===== config.mk =====
export PLATFORM = sky130hd
export DESIGN_NAME = encrypt_stream_ctrl_flat
export DESIGN_NICKNAME = d
export VERILOG_FILES = /design/src/rtl/encrypt_pkg.sv /design/src/rtl/encrypt_stream_ctrl_if.sv /design/src/rtl/encrypt_char.sv /design/src/rtl/encrypt_stream_ctrl.sv /design/src/flat_wrapper.sv
export SDC_FILE = /design/constraint.sdc
export NUM_CORES = 1
export LEC_CHECK = 0
export BUFFER_PORTS_ARGS = -buffer_cell sky130_fd_sc_hd__buf_2
export CAP_MARGIN = 20
export CORE_ASPECT_RATIO = 1.1
export CORE_UTILIZATION = 52
export CTS_CLUSTER_SIZE = 25
export DETAILED_ROUTE_END_ITERATION = 16
export HOLD_SLACK_MARGIN = 0.1
export PLACE_DENSITY = 0.82
export SYNTH_ARGS = -nofsm -noshare
export SYNTH_HDL_FRONTEND = slang
export SYNTH_SLANG_ARGS = --single-unit
export TNS_END_PERCENT = 10

===== constraint.sdc =====
create_clock -name clk -period 3.2 [get_ports clk]
set_clock_uncertainty 0.05 [all_clocks]
set_input_delay 0.16 -clock clk [delete_from_list [all_inputs] [get_ports clk]]
set_output_delay 0.16 -clock clk [all_outputs]
set_load 0.005 [all_outputs]

===== src/rtl/encrypt_pkg.sv =====
// Shared types and constants for the Polybius-square stream encryptor:
// state encoding, the 5x5 square, the default key and the position lookup.
package encrypt_pkg;

    typedef enum logic [1:0] {
        ST_IDLE  = 2'd0,
        ST_RUN   = 2'd1,
        ST_FLUSH = 2'd2,
        ST_DONE  = 2'd3
    } state_e;

    localparam int DEF_SEC_LEN = 9;

    // Square read row-major: rows MATEI, BCDFG, HKLNO, PQRSU, VWXYZ.
    localparam logic [0:24][7:0] SQUARE = "MATEIBCDFGHKLNOPQRSUVWXYZ";

    localparam logic [0:8][7:0] DEFAULT_KEY = "PARASCHIV";

    // Returns 10*row + col (1-based) of c in the square, 0 when absent.
    function automatic logic [7:0] sq_pos(input logic [7:0] c);
        logic [7:0] p;
        p = '0;
        for (int i = 0; i < 25; i++) begin
            if (SQUARE[i] == c) begin
                p = 8'((i / 5 + 1) * 10 + (i % 5) + 1);
            end
        end
        return p;
    endfunction

    // Default key character for a key index; repeats past its length.
    function automatic logic [7:0] default_key(input int idx);
        return DEFAULT_KEY[idx % DEF_SEC_LEN];
    endfunction

endpackage


===== src/rtl/encrypt_stream_ctrl_if.sv =====
// Plaintext-in / ciphertext-out valid/ready streams of the encryptor.
// master = host/sink side, slave = the controller.
interface encrypt_stream_ctrl_if;

    logic       in_valid;
    logic       in_ready;
    logic [7:0] in_char;
    logic       out_valid;
    logic       out_ready;
    logic [7:0] out_char;
    logic       out_last;

    modport master (
        output in_valid,
        output in_char,
        output out_ready,
        input  in_ready,
        input  out_valid,
        input  out_char,
        input  out_last
    );

    modport slave (
        input  in_valid,
        input  in_char,
        input  out_ready,
        output in_ready,
        output out_valid,
        output out_char,
        output out_last
    );

endinterface


===== src/rtl/encrypt_char.sv =====
// Combinational single-character Polybius encrypt: case fold, J->I,
// letter position plus key position, non-letters pass as byte + key pos.
module encrypt_char
    import encrypt_pkg::*;
(
    input  logic [7:0] in_char,
    input  logic [7:0] key_char,
    output logic [7:0] out_char
);

    logic       is_lower;
    logic       is_letter;
    logic [7:0] up;
    logic [7:0] base;
    logic [7:0] kp;

    // Fold, substitute and add the key position with 8-bit wrap.
    always_comb begin
        is_lower  = (in_char >= 8'h61) && (in_char <= 8'h7a);
        up        = is_lower ? (in_char - 8'h20) : in_char;
        if (up == 8'h4a) begin
            up = 8'h49;
        end
        is_letter = (up >= 8'h41) && (up <= 8'h5a);
        kp        = sq_pos(key_char);
        base      = is_letter ? sq_pos(up) : in_char;
        out_char  = base + kp;
    end

endmodule


===== src/rtl/encrypt_stream_ctrl.sv =====
// Byte-serial encrypt sequencer with registered ciphertext output.
// ENCRYPT_KEY_LOAD_EN adds a writable key register file (IDLE-only writes).
module encrypt_stream_ctrl
    import encrypt_pkg::*;
#(
    parameter int MAX_LEN = 64,
    parameter int SEC_LEN = DEF_SEC_LEN,
    parameter int LEN_W   = $clog2(MAX_LEN + 1)
) (
    input  logic             clk,
    input  logic             rst,
    input  logic             start,
    input  logic [LEN_W-1:0] msg_len,
    output logic             busy,
    output logic             done,
`ifdef ENCRYPT_KEY_LOAD_EN
    input  logic                       key_we,
    input  logic [$clog2(SEC_LEN)-1:0] key_idx,
    input  logic [7:0]                 key_char,
`endif
    encrypt_stream_ctrl_if.slave strm
);

    localparam int KW = (SEC_LEN > 1) ? $clog2(SEC_LEN) : 1;

    localparam logic [1:0] IDLE  = ST_IDLE;
    localparam logic [1:0] RUN   = ST_RUN;
    localparam logic [1:0] FLUSH = ST_FLUSH;
    localparam logic [1:0] DONE  = ST_DONE;

    localparam logic [LEN_W-1:0] MAX_L    = LEN_W'(MAX_LEN);
    localparam logic [KW-1:0]    KEY_LAST = KW'(SEC_LEN - 1);

    logic [1:0]       state;
    logic [LEN_W-1:0] remaining;
    logic [LEN_W-1:0] len_clamped;
    logic [KW-1:0]    kidx;
    logic [7:0]       cur_key;
    logic [7:0]       enc_char;
    logic             accept;
    logic             out_fire;
    logic             last_in;

    logic             ov_q;
    logic [7:0]       oc_q;
    logic             ol_q;

`ifdef ENCRYPT_KEY_LOAD_EN
    logic [7:0] key_q [SEC_LEN];

    // Key register file: reloads the default key on reset, host writes in IDLE.
    always_ff @(posedge clk) begin
        if (rst) begin
            for (int i = 0; i < SEC_LEN; i++) begin
                key_q[i] <= default_key(i);
            end
        end else if (key_we && (state == IDLE) &&
                     (32'(key_idx) < SEC_LEN)) begin
            key_q[key_idx] <= key_char;
        end
    end

    assign cur_key = key_q[kidx];
`else
    assign cur_key = default_key(int'(kidx));
`endif

    assign len_clamped = (msg_len > MAX_L) ? MAX_L : msg_len;
    assign last_in     = (remaining == LEN_W'(1));

    assign strm.in_ready = (state == RUN) && (remaining != '0) &&
                           (!ov_q || strm.out_ready);

    assign accept   = strm.in_valid && strm.in_ready;
    assign out_fire = ov_q && strm.out_ready;

    assign busy = (state != IDLE);
    assign done = (state == DONE);

    assign strm.out_valid = ov_q;
    assign strm.out_char  = oc_q;
    assign strm.out_last  = ol_q;

    encrypt_char u_enc (
        .in_char  (strm.in_char),
        .key_char (cur_key),
        .out_char (enc_char)
    );

    // Message sequencing: length countdown, key index walk, state moves.
    always_ff @(posedge clk) begin
        if (rst) begin
            state     <= IDLE;
            remaining <= '0;
            kidx      <= '0;
        end else begin
            unique case (state)
                IDLE: begin
                    if (start) begin
                        kidx      <= '0;
                        remaining <= len_clamped;
                        state     <= (len_clamped == '0) ? DONE : RUN;
                    end
                end
                RUN: begin
                    if (accept) begin
                        remaining <= remaining - 1'b1;
                        kidx      <= (kidx == KEY_LAST) ? '0 : kidx + 1'b1;
                        if (last_in) begin
                            state <= FLUSH;
                        end
                    end
                end
                FLUSH: begin
                    if (out_fire) begin
                        state <= DONE;
                    end
                end
                DONE: begin
                    state <= IDLE;
                end
                default: begin
                    state <= IDLE;
                end
            endcase
        end
    end

    // Output holding register: a new byte overwrites, a bare handshake empties.
    always_ff @(posedge clk) begin
        if (rst) begin
            ov_q <= 1'b0;
            oc_q <= '0;
            ol_q <= 1'b0;
        end else if (accept) begin
            ov_q <= 1'b1;
            oc_q <= enc_char;
            ol_q <= last_in;
        end else if (out_fire) begin
            ov_q <= 1'b0;
            ol_q <= 1'b0;
        end
    end

endmodule


===== src/flat_wrapper.sv =====
// flat-port wrapper written by rule: the top's interface ports become plain ports
module encrypt_stream_ctrl_flat import encrypt_pkg::*;
#(
    parameter int MAX_LEN = 64,
    parameter int SEC_LEN = DEF_SEC_LEN,
    parameter int LEN_W   = $clog2(MAX_LEN + 1)
)
  (clk, rst, start, msg_len, busy, done, strm_in_valid, strm_in_char, strm_out_ready, strm_in_ready, strm_out_valid, strm_out_char, strm_out_last);
  encrypt_stream_ctrl_if strm_i ();
  input  logic clk;
  input  logic rst;
  input  logic start;
  input  logic [LEN_W-1:0] msg_len;
  output logic busy;
  output logic done;
  input wire logic [$bits(strm_i.in_valid)-1:0] strm_in_valid;
  input wire logic [$bits(strm_i.in_char)-1:0] strm_in_char;
  input wire logic [$bits(strm_i.out_ready)-1:0] strm_out_ready;
  output wire logic [$bits(strm_i.in_ready)-1:0] strm_in_ready;
  output wire logic [$bits(strm_i.out_valid)-1:0] strm_out_valid;
  output wire logic [$bits(strm_i.out_char)-1:0] strm_out_char;
  output wire logic [$bits(strm_i.out_last)-1:0] strm_out_last;
  assign strm_i.in_valid = strm_in_valid;
  assign strm_i.in_char = strm_in_char;
  assign strm_i.out_ready = strm_out_ready;
  assign strm_in_ready = strm_i.in_ready;
  assign strm_out_valid = strm_i.out_valid;
  assign strm_out_char = strm_i.out_char;
  assign strm_out_last = strm_i.out_last;
  encrypt_stream_ctrl #(.MAX_LEN(MAX_LEN), .SEC_LEN(SEC_LEN), .LEN_W(LEN_W)) u_core (.clk(clk), .rst(rst), .start(start), .msg_len(msg_len), .busy(busy), .done(done), .strm(strm_i));
endmodule

; Word level (Yosys, flattened, before mapping)
; Memory sizes are Yosys's and may differ from the RTL's.
; Cells that the tools add are included.
[classes]
div_mod_pow = 1
add_sub_neg = 4
n_bitwise = 1
eq_ne = 60
mux = 72
n_lt_le_gt_ge = 6
reduce_logical = 16
[op_table]
columns = op, n
row1 = $mux W8, 53
row2 = $eq A7 B8 Y1 const A, 50
row3 = $ge A32 B5 Y1 const B, 1
row4 = $mod A5 B5 Y32 const B, 1
row5 = $not A32 Y32, 1
row6 = $mux W7, 3
row7 = $mux W4, 5
row8 = $ge A8 B7 Y1 const B, 2
row9 = $le A8 B7 Y1 const B, 2
row10 = $pmux W7 S2, 1
row11 = $mux W2, 5
row12 = $add A8 B8 Y8, 1
row13 = $eq A8 B7 Y1 const B, 1
row14 = $pmux W2 S4, 1
row15 = $pmux W4 S2, 1
row16 = $sub A8 B6 Y8 const B, 1
row17 = $eq A7 B1 Y1 const B, 1
row18 = $gt A7 B7 Y1 const B, 1
row19 = $logic_not A7 Y1, 1
row20 = $reduce_bool A7 Y1, 1
row21 = $sub A7 B1 Y7 const B, 1
row22 = $logic_and A1 B1 Y1, 6
row23 = $ne A2 B1 Y1 const B, 3
row24 = $reduce_bool A2 Y1, 3
row25 = other kinds (11), 14
[word_totals]
mem_bits_ro = 128
inputBits = 20
ff_bits = 23
mem_count = 1
[mem_list]
columns = memory, words, word_bits, read_ports, rd_clocked_by_memory_dff, write_ports, line_no
row1 = (name not given), 16, 8, 1, 0, 0, encrypt_pkg.sv:33  ; return DEFAULT_KEY[idx % DEF_SEC_LEN];

; Longest topological paths before layout
; Gate-level depths: netlist (run 1).
[depth]
ltp_word = 33
ltp_mapped = 14

; Modules after synthesis
; A second synthesis (run 1) with hierarchy kept.
[unflattened]
cells_unflattened = 335
area_unflattened_um2 = 2461.1
[by_module_without_submodules]
columns = mod, area_each_um2, n_inst, seq_area_each_um2, cells_each
row1 = encrypt_stream_ctrl, 1450.1, 1, 460.4, 169
row2 = encrypt_char, 1011.0, 1, 0.0, 166

; Least setup slack after synthesis (run 1)
; Ideal clock, no wire load.
[synth_path]
path_type = flip-flop to flip-flop
from = register u_core.kidx[0]
to = register u_core.oc_q[6] (netlist: u_core.strm.out_char[6])
arrival_ps = 3128
path_slack_ps = -100
n_path_buf = 0
stages_incl_launch_ff = 15
setup_time_ps = 122
cell_sequence = dfxtp_1 -> inv_1 -> ha_1 -> inv_1 -> o31ai_1 -> xnor2_1 -> a21boi_0 -> o21ai_0 -> ha_1 -> fa_1 -> a211oi_1 -> o21bai_1 -> a21oi_1 -> a2111oi_0 -> a311o_1
[synth_between]
elab_chain_len = 32
elab_cells_between_ends = 56
cone_classes = add/sub: 1 / div: 1 / eq/ne: 25 / mux: 27 / bitwise: 1 / memory: 1
[synth_lines]
columns = item, line_no
row1 = from (decl), encrypt_stream_ctrl.sv:37  ; logic [KW-1:0] kidx;
row2 = from (signal assigned), encrypt_stream_ctrl.sv:108  ; kidx <= (kidx == KEY_LAST) ? '0 : kidx + 1'b1;
row3 = $mod A5 B5 Y32 (*), encrypt_pkg.sv:33
row4 = $not A32 Y32 (implied by the code) (*), encrypt_pkg.sv:33
row5 = $mem_v2 Z16 W8 (*), --
row6 = $mux W8 (implied by the code) (*) (2 in a row), encrypt_pkg.sv:33
row7 = $eq A7 B8 Y1, encrypt_pkg.sv:24  ; if (SQUARE[i] == c) begin
row8 = $mux W4, encrypt_pkg.sv:24
row9 = $mux W8 (23 in a row), encrypt_pkg.sv:24
row10 = $mux W8 (*), encrypt_pkg.sv:24
row11 = $add A8 B8 Y8 (*), encrypt_char.sv:27  ; out_char = base + kp;
row12 = to (signal assigned), encrypt_stream_ctrl.sv:137  ; oc_q <= enc_char;
row13 = to (decl), encrypt_stream_ctrl.sv:45  ; logic [7:0] oc_q;
; Every way passes the cells marked *; elsewhere a longest branch is shown, timed or not. The select of a mux whose other input is x is not followed.
; A chain may end at the register's enable or synchronous reset.

; Worst setup path in the final report (run 1)
[layout_path]
from = register u_core.kidx[0]
to = register u_core.oc_q[7] (netlist: u_core.strm.out_char[7])
; The elaborated chain is that of the path after synthesis.

==> out/metrics.yaml, run 1 <==
setup_path:
  start_kind: "flip-flop"
  critPathCaptureType: "flip-flop"
  path_cells: "inv_1 > ha_2 > inv_1 > o31ai_4 > mux2_4 > buf_4 > xnor2_1 > o21ai_0 > ha_1 > a41oi_2 > nand2_1 > a311o_1 > a32o_1"
  critPathKind: "reg -> reg"
  critPathArrivalTime_ps: 3270
  crit_path_frequent_cell: "inv_1"
  required_ps: 3320
  path_depth: 13
  r2r_cells: 13
  cp_max_fo: 4
  critPathMaxStageDelay_ps: 370
  cp_top_family: "compound AO/OA/AOI/OAI gates"
  critical_path.slowest_cell: "ha_1"
  worst-path-buf-inv: 3
yosys:
  synth_top_area_share: 0.2225
  synth_top_area_cell: "dfxtp_1"
  synthFlopType: "dfxtp_1"
  synthCells: 266
  synth_seq_cells: 23
  synth.most_common_cell: "a21oi_1"
  syn_area_per_cell_um2: 7.780
  synth_common_cells: "a21oi_1 (24), dfxtp_1 (23), nand2_1 (21), nor2_1 (19), ha_1 (18)"
  synth_edf_count: 0
  synth_cell_types: 58
  synth.area.top_cells: "dfxtp_1 (22%), ha_1 (11%), a21oi_1 (5.8%)"
  syn_nets: 305
  syn-cell-area_mm2: 0.002069
  synth_async_sr_flop_share: 0
  synth-seq-area-share: 0.2225
  yosys_warnings: 0
timing:
  fin_crit_ps: 3153
  slew-limit-headroom: 0.6093
  setup_violations: 0
  rsz0062_at_grt: "yes"
  drv_slew: 0
  hold_violations: 0
  fmax_mhz: 317.2
  tightest_slew_ps: 585.8
  final.period_utilization: 0.9853
detailed_routing:
  vias_per_cell: 5.830
  remaining_drc_errors: 0
  first_pass_iters: 4
  wl_per_cell_um: 13.36
  drt-initial-drc-count: 129
  vias: 2052
  routed_wl_um: 4703
  ant_nets: 0
power_and_ir_drop:
  peakVddDrop_v: 0.0002336
  p_per_area_mw_per_mm2: 599.9
  power_uw: 1456
  p_leak_uw: 0.001072
placed_design:
  portBuffers: 32
  gp_congestion: 0.8454
  placed_cells_incl_taps: 343
  hpwl_um: 3389
cts:
  numClockSinks: 23
  cts-root-buf: "clkbuf_8"
  cts_tree: "yes"
  ctsHtreeMaxLevel: 1
  clock_path_buffers: 2
  ctsHoldBuffers: 0
  clock_latency_ps: 260
  clk_pin_slew_ps: 90
  numCtsBuffers: 3
global_routing:
  grt-ovfl-total: 0
  grt_pass1_wl_um: 7659
  grt_pass1_vias: 1827
  grt.total_usage: 0.2208
  grt_max_degree: 27
  antenna_found_initial: 0
layout:
  layout-drive-gt1-share: 0.2252
  final_nets: 342
  final_cells: 352
  syn2layout_area_growth_pct: 17.29
  diodes: 0
floorplan:
  dieHeight_um: 68.17
  dieArea_mm2: 0.004236
  ios: 33
  start_util: 0.5575
  placementRows: 23
  coreArea_mm2: 0.003712
  die_w_um: 62.15
worst_hold_path:
  hold_depth: 3
  hold_path_class: "in -> reg"
job:
  cap_violations: 0
status:
  outcome: "complete, no violations"
## sequential cells by signal, summed over array words and instances, names as in the netlist
register,cells
u_core.strm.out_char,8
u_core.remaining,7
u_core.kidx,4
u_core.strm.out_last,1
u_core.strm.out_valid,1
u_core.state,2
## through the flow
stage	setup TNS, ps	instance area (µm²)	worst slack [ps]	hold WS (ps)	util
2_1_floorplan	0	2074	14.15	262.7	-
3_3_place_gp	0	2298	97.57	402.7	0.6191
3_5_place_dp	-44.19	2298	-44.19	413.4	0.6191
4_1_cts	0	2352	12.18	133.7	0.6336
5_1_grt	-188.6	2427	-79.24	138.8	0.6539
6_report	0	2427	46.94	141.6	0.6539
## routing by layer
metal  vias to the layer above  routed length (µm)  global-route usage
li1                       1051                   -                   -
met1                       956                2247              0.2625
met2                        41                2280              0.4135
met3                         4                 127             0.02667
met4                         0                  48             0.08140
met5                         -                   0                   0
## worst paths after layout
kind,from,endpoint,slack [ps]
hold reg to reg,u_core.strm.out_last$_SDFFE_PP0P_,u_core.strm.out_last$_SDFFE_PP0P_,420
setup / recovery,u_core.kidx[0]$_SDFFE_PP0P_,u_core.strm.out_char[7]$_SDFFE_PP0P_,50
hold / removal,msg_len[0],u_core.remaining[0]$_SDFFE_PP0P_,140
setup reg to reg,u_core.kidx[0]$_SDFFE_PP0P_,u_core.strm.out_char[7]$_SDFFE_PP0P_,50
## what timing repair did
| action | in CTS | in global routing |
|---|---|---|
| resized for setup | 1 | 11 |
| pin swaps | 0 | 8 |
| setup buffers | 0 | 5 |
| gates cloned | 0 | 0 |
| endpoints found under the setup margin | 2 | 3 |
## power by group
| part | internal, µW | leakage [µW] | switching, µW |
|---|---|---|---|
| Clock | 89.0 | 0.0000228 | 97.6 |
| Sequential | 350 | 0.000187 | 61.9 |
| Combinational | 355 | 0.000862 | 503 |
| Total | 794 | 0.00107 | 662 |
## worst reg2reg max path, stage by stage, from the launching register on
cell and delay [ps]:
dfxtp_1 340, inv_1 80, ha_2 180, inv_1 70, o31ai_4 310, mux2_4 340
buf_4 150, xnor2_1 130, o21ai_0 100, ha_1 370, a41oi_2 240, nand2_1 100
a311o_1 360, a32o_1 240
## cell type report
| type | count | area [µm²] |
|---|---|---|
| clock buffers | 4 | 45.04 |
| fillers | 301 | 1285 |
| inverters | 13 | 48.80 |
| multi-input cells | 216 | 1545 |
| flip-flops and latches | 23 | 460.4 |
| well taps | 50 | 62.56 |
| repair buffers | 46 | 265.3 |
## logic make-up (layout without fill, tap and decap cells)
| kind of cell | Yosys count | after routing | synth area share |
|---|---|---|---|
| buffers and inverters | 27 | 63 | 0.05562 |
| adders and majority gates | 19 | 19 | 0.1185 |
| AOI/OAI and AO/OA | 96 | 96 | 0.3235 |
| DFF | 23 | 23 | 0.2225 |
| xor gates and xnor gates | 8 | 8 | 0.03386 |
| muxes | 5 | 5 | 0.02479 |
| and+or+nand+nor | 88 | 88 | 0.2213 |
## cell usage in the layout (no fill, tap or decap), types with 2 or more instances in the layout
cell,synthesis,routed
buf_2,2,32
dfxtp_1,23,23
a21oi_1,24,22
nand2_1,21,21
nor2_1,19,19
ha_1,18,17
buf_4,1,14
inv_1,13,13
o21ai_0,11,10
a22o_1,9,9
nor2b_1,8,8
o21ai_1,7,8
nand2b_1,7,7
nor3_1,7,7
xnor2_1,6,6
o22ai_1,6,6
a21o_1,6,6
nand3_1,5,5
mux2i_1,4,4
and3_1,4,4
a21oi_2,1,3
o21a_1,3,3
a211oi_1,4,3
nor4_1,3,3
nor3b_1,4,3
clkbuf_8,0,3
a31oi_1,2,2
xor2_1,2,2
a22oi_1,2,2
a211oi_2,1,2
a311o_1,2,2
nor2_2,2,2
a21boi_0,3,2
(Power assumes the default switching activity.)
==> run 2: changes to the inputs <==
--- a/config.mk
+++ b/config.mk
@@ -12,6 +12,7 @@
 export CTS_CLUSTER_SIZE = 25
 export DETAILED_ROUTE_END_ITERATION = 16
 export HOLD_SLACK_MARGIN = 0.1
+export MAX_ROUTING_LAYER = met4
 export PLACE_DENSITY = 0.82
 export SYNTH_ARGS = -nofsm -noshare
 export SYNTH_HDL_FRONTEND = slang
==> run 2 against run 1 <==
Against the previous run:
- first-iteration DRC count rose by 3.9%
- cell area did not move
- clock power hardly changed
- total power barely moved
- wire length about the same
- fmax barely moved
- setup slack barely moved
- combinational power barely moved
==> out/metrics.yaml, run 2 (synthesis gave the netlist of run 1 again) <==
status:
  outcome: "complete, no violations"  # unchanged
layout:
  final_common_cell: "buf_2"  # unchanged
  largest_register_ffs: 8  # unchanged
  fin_util: 0.6539  # unchanged
  diodes: 0  # unchanged
  final_nets: 342  # unchanged
  multiInputGateArea_mm2: 0.001545  # unchanged
  seq_area_um2: 460.4  # unchanged
  syn2layout_area_growth_pct: 17.29  # unchanged
  mostFrequentLayoutCells: "buf_2 (32), dfxtp_1 (23), a21oi_1 (22)"  # unchanged
  layout-drive-gt1-share: 0.2252  # unchanged
  final_cells: 352  # unchanged
  fillers: 301  # unchanged
detailed_routing:
  wl_per_cell_um: 13.36  # about the same
  routed_wl_um: 4702  # was 4703 µm
  remaining_drc_errors: 0  # unchanged
  met3_length_um: 127  # unchanged
  first_pass_iters: 4  # unchanged
  vias_per_cell: 5.830  # unchanged
  ant_nets: 0  # unchanged
  vias: 2052  # unchanged
  wl_met1_um: 2247  # unchanged
  drt-initial-drc-count: 134  # was 129
  dr.max_layer_used: "met4"  # unchanged
  routed-wl-met2_um: 2281  # was 2280 µm
floorplan:
  dieHeight_um: 68.17  # unchanged
  die_w_um: 62.15  # unchanged
  dieArea_mm2: 0.004236  # unchanged
  coreArea_mm2: 0.003712  # unchanged
  ios: 33  # unchanged
  start_util: 0.5575  # unchanged
  placementRows: 23  # unchanged
placed_design:
  pre_cts_slack_ps: -44.19  # unchanged
  hpwl_um: 3389  # unchanged
  gp_congestion: 0.8587  # was 0.8454
  portBuffers: 32  # unchanged
  placed_cells_incl_taps: 343  # unchanged
timing:
  hold_violations: 0  # unchanged
  setup_ws_ps: 47.02  # was 46.94 ps
  drv_slew: 0  # unchanged
  slew-limit-headroom: 0.6093  # unchanged
  final.period_utilization: 0.9853  # about the same
  rsz0062_at_grt: "yes"  # unchanged
  fmax_mhz: 317.2  # about the same
  tightest_slew_ps: 585.8  # unchanged
  setup_violations: 0  # unchanged
  fin_crit_ps: 3153  # about the same
setup_path:
  critPathArrivalTime_ps: 3270  # about the same
  critPathKind: "reg -> reg"  # unchanged
  r2r-start: "u_core.kidx[0]$_SDFFE_PP0P_"  # unchanged
  required_ps: 3320  # about the same
  cp_max_fo: 4  # unchanged
  critPathCaptureType: "flip-flop"  # unchanged
  r2r_cells: 13  # unchanged
  reg2reg_slack_ps: 50  # about the same
  start_kind: "flip-flop"  # unchanged
  reg2reg_to: "u_core.strm.out_char[7]$_SDFFE_PP0P_"  # unchanged
cts:
  ctsHtreeMaxLevel: 1  # unchanged
  numClockSinks: 23  # unchanged
  clock_latency_ps: 260  # about the same
  clock_path_buffers: 2  # unchanged
  cts_tree: "yes"  # unchanged
  numCtsBuffers: 3  # unchanged
  ctsHoldBuffers: 0  # unchanged
  cts-root-buf: "clkbuf_8"  # unchanged
  clk_pin_slew_ps: 90  # about the same
job:
  cap_violations: 0  # unchanged
worst_hold_path:
  hold_depth: 3  # unchanged
  worstHoldStart: "msg_len[0]"  # unchanged
  hold_path_class: "in -> reg"  # unchanged
  min_to: "u_core.remaining[0]$_SDFFE_PP0P_"  # unchanged
power_and_ir_drop:
  peakVddDrop_v: 0.0002336  # about the same
  p_per_area_mw_per_mm2: 599.9  # about the same
  p_leak_uw: 0.001072  # unchanged
  power_uw: 1456  # about the same
global_routing:
  grt_pass1_vias: 1828  # was 1827
  grt-ovfl-total: 0  # unchanged
  grt.total_usage: 0.2274  # was 0.2208
  grt_pass1_wl_um: 7652  # was 7659 µm
  antenna_found_initial: 0  # unchanged
  grt_max_degree: 27  # unchanged
## run 2: cell counts in the layout (fill, tap and decap cells not counted)
No cell type changed its count.
## run 2: timing repair
action / 4_1_cts / 5_1_grt
resized for setup: 1 / 11
endpoints found under the setup margin: 2 / 3
gates cloned: 0 / 0
setup buffers: 0 / 5
pin swaps: 0 / 8
## run 2: report_power, final
part           switching (µW)  internal [µW]  total [µW]  leakage (µW)
clock                    97.6           89.0         187     0.0000228
combinational             503            355         858      0.000862
sequential               61.9            350         412      0.000187
total                     662            794        1460       0.00107
## run 2: worst max-delay path, stage by stage, from the launching register on
cell     delay, ps
dfxtp_1        340
inv_1           80
ha_2           180
inv_1           70
o31ai_4        310
mux2_4         340
buf_4          150
xnor2_1        130
o21ai_0        100
ha_1           370
a41oi_2        240
nand2_1        100
a311o_1        360
a32o_1         240
## run 2: worst max-delay path by stage
stage	slack (ps)	end	cells after the start	from
after floorplan	10	u_core.strm.out_char[7]$_SDFFE_PP0P_	13	u_core.kidx[0]$_SDFFE_PP0P_
after global placement	100	u_core.strm.out_char[7]$_SDFFE_PP0P_	12	u_core.kidx[1]$_SDFFE_PP0P_
after detailed placement	-40	u_core.strm.out_char[6]$_SDFFE_PP0P_	13	u_core.kidx[1]$_SDFFE_PP0P_
after CTS	10	u_core.strm.out_char[6]$_SDFFE_PP0P_	13	u_core.kidx[1]$_SDFFE_PP0P_
after global routing	-80	u_core.strm.out_char[6]$_SDFFE_PP0P_	15	u_core.kidx[0]$_SDFFE_PP0P_
final	50	u_core.strm.out_char[7]$_SDFFE_PP0P_	13	u_core.kidx[0]$_SDFFE_PP0P_
## run 2: final cells by class
| class | instances | area share |
|---|---|---|
| Clock buffer | 4 | 0.01856 |
| Multi-Input combinational cell | 216 | 0.6366 |
| Sequential cell | 23 | 0.1897 |
| Inverter | 13 | 0.02010 |
| Timing Repair Buffer | 46 | 0.1093 |
| Tap cell | 50 | 0.02577 |
## run 2: per-stage QoR
stage               hold slack (ps)  TNS, ps  instance area, µm²
finish                        141.6        0                2427
global route                  138.8   -188.6                2427
detailed placement            413.4   -44.19                2298
floorplan                     262.7        0                2074
CTS                           133.7        0                2352
global placement              402.7        0                2298
## run 2: routing by layer
metal,up-vias,global-route usage
met3,4,0.02667
met5,-,-
met2,41,0.4135
met1,956,0.2625
met4,0,0.08140
li1,1051,-
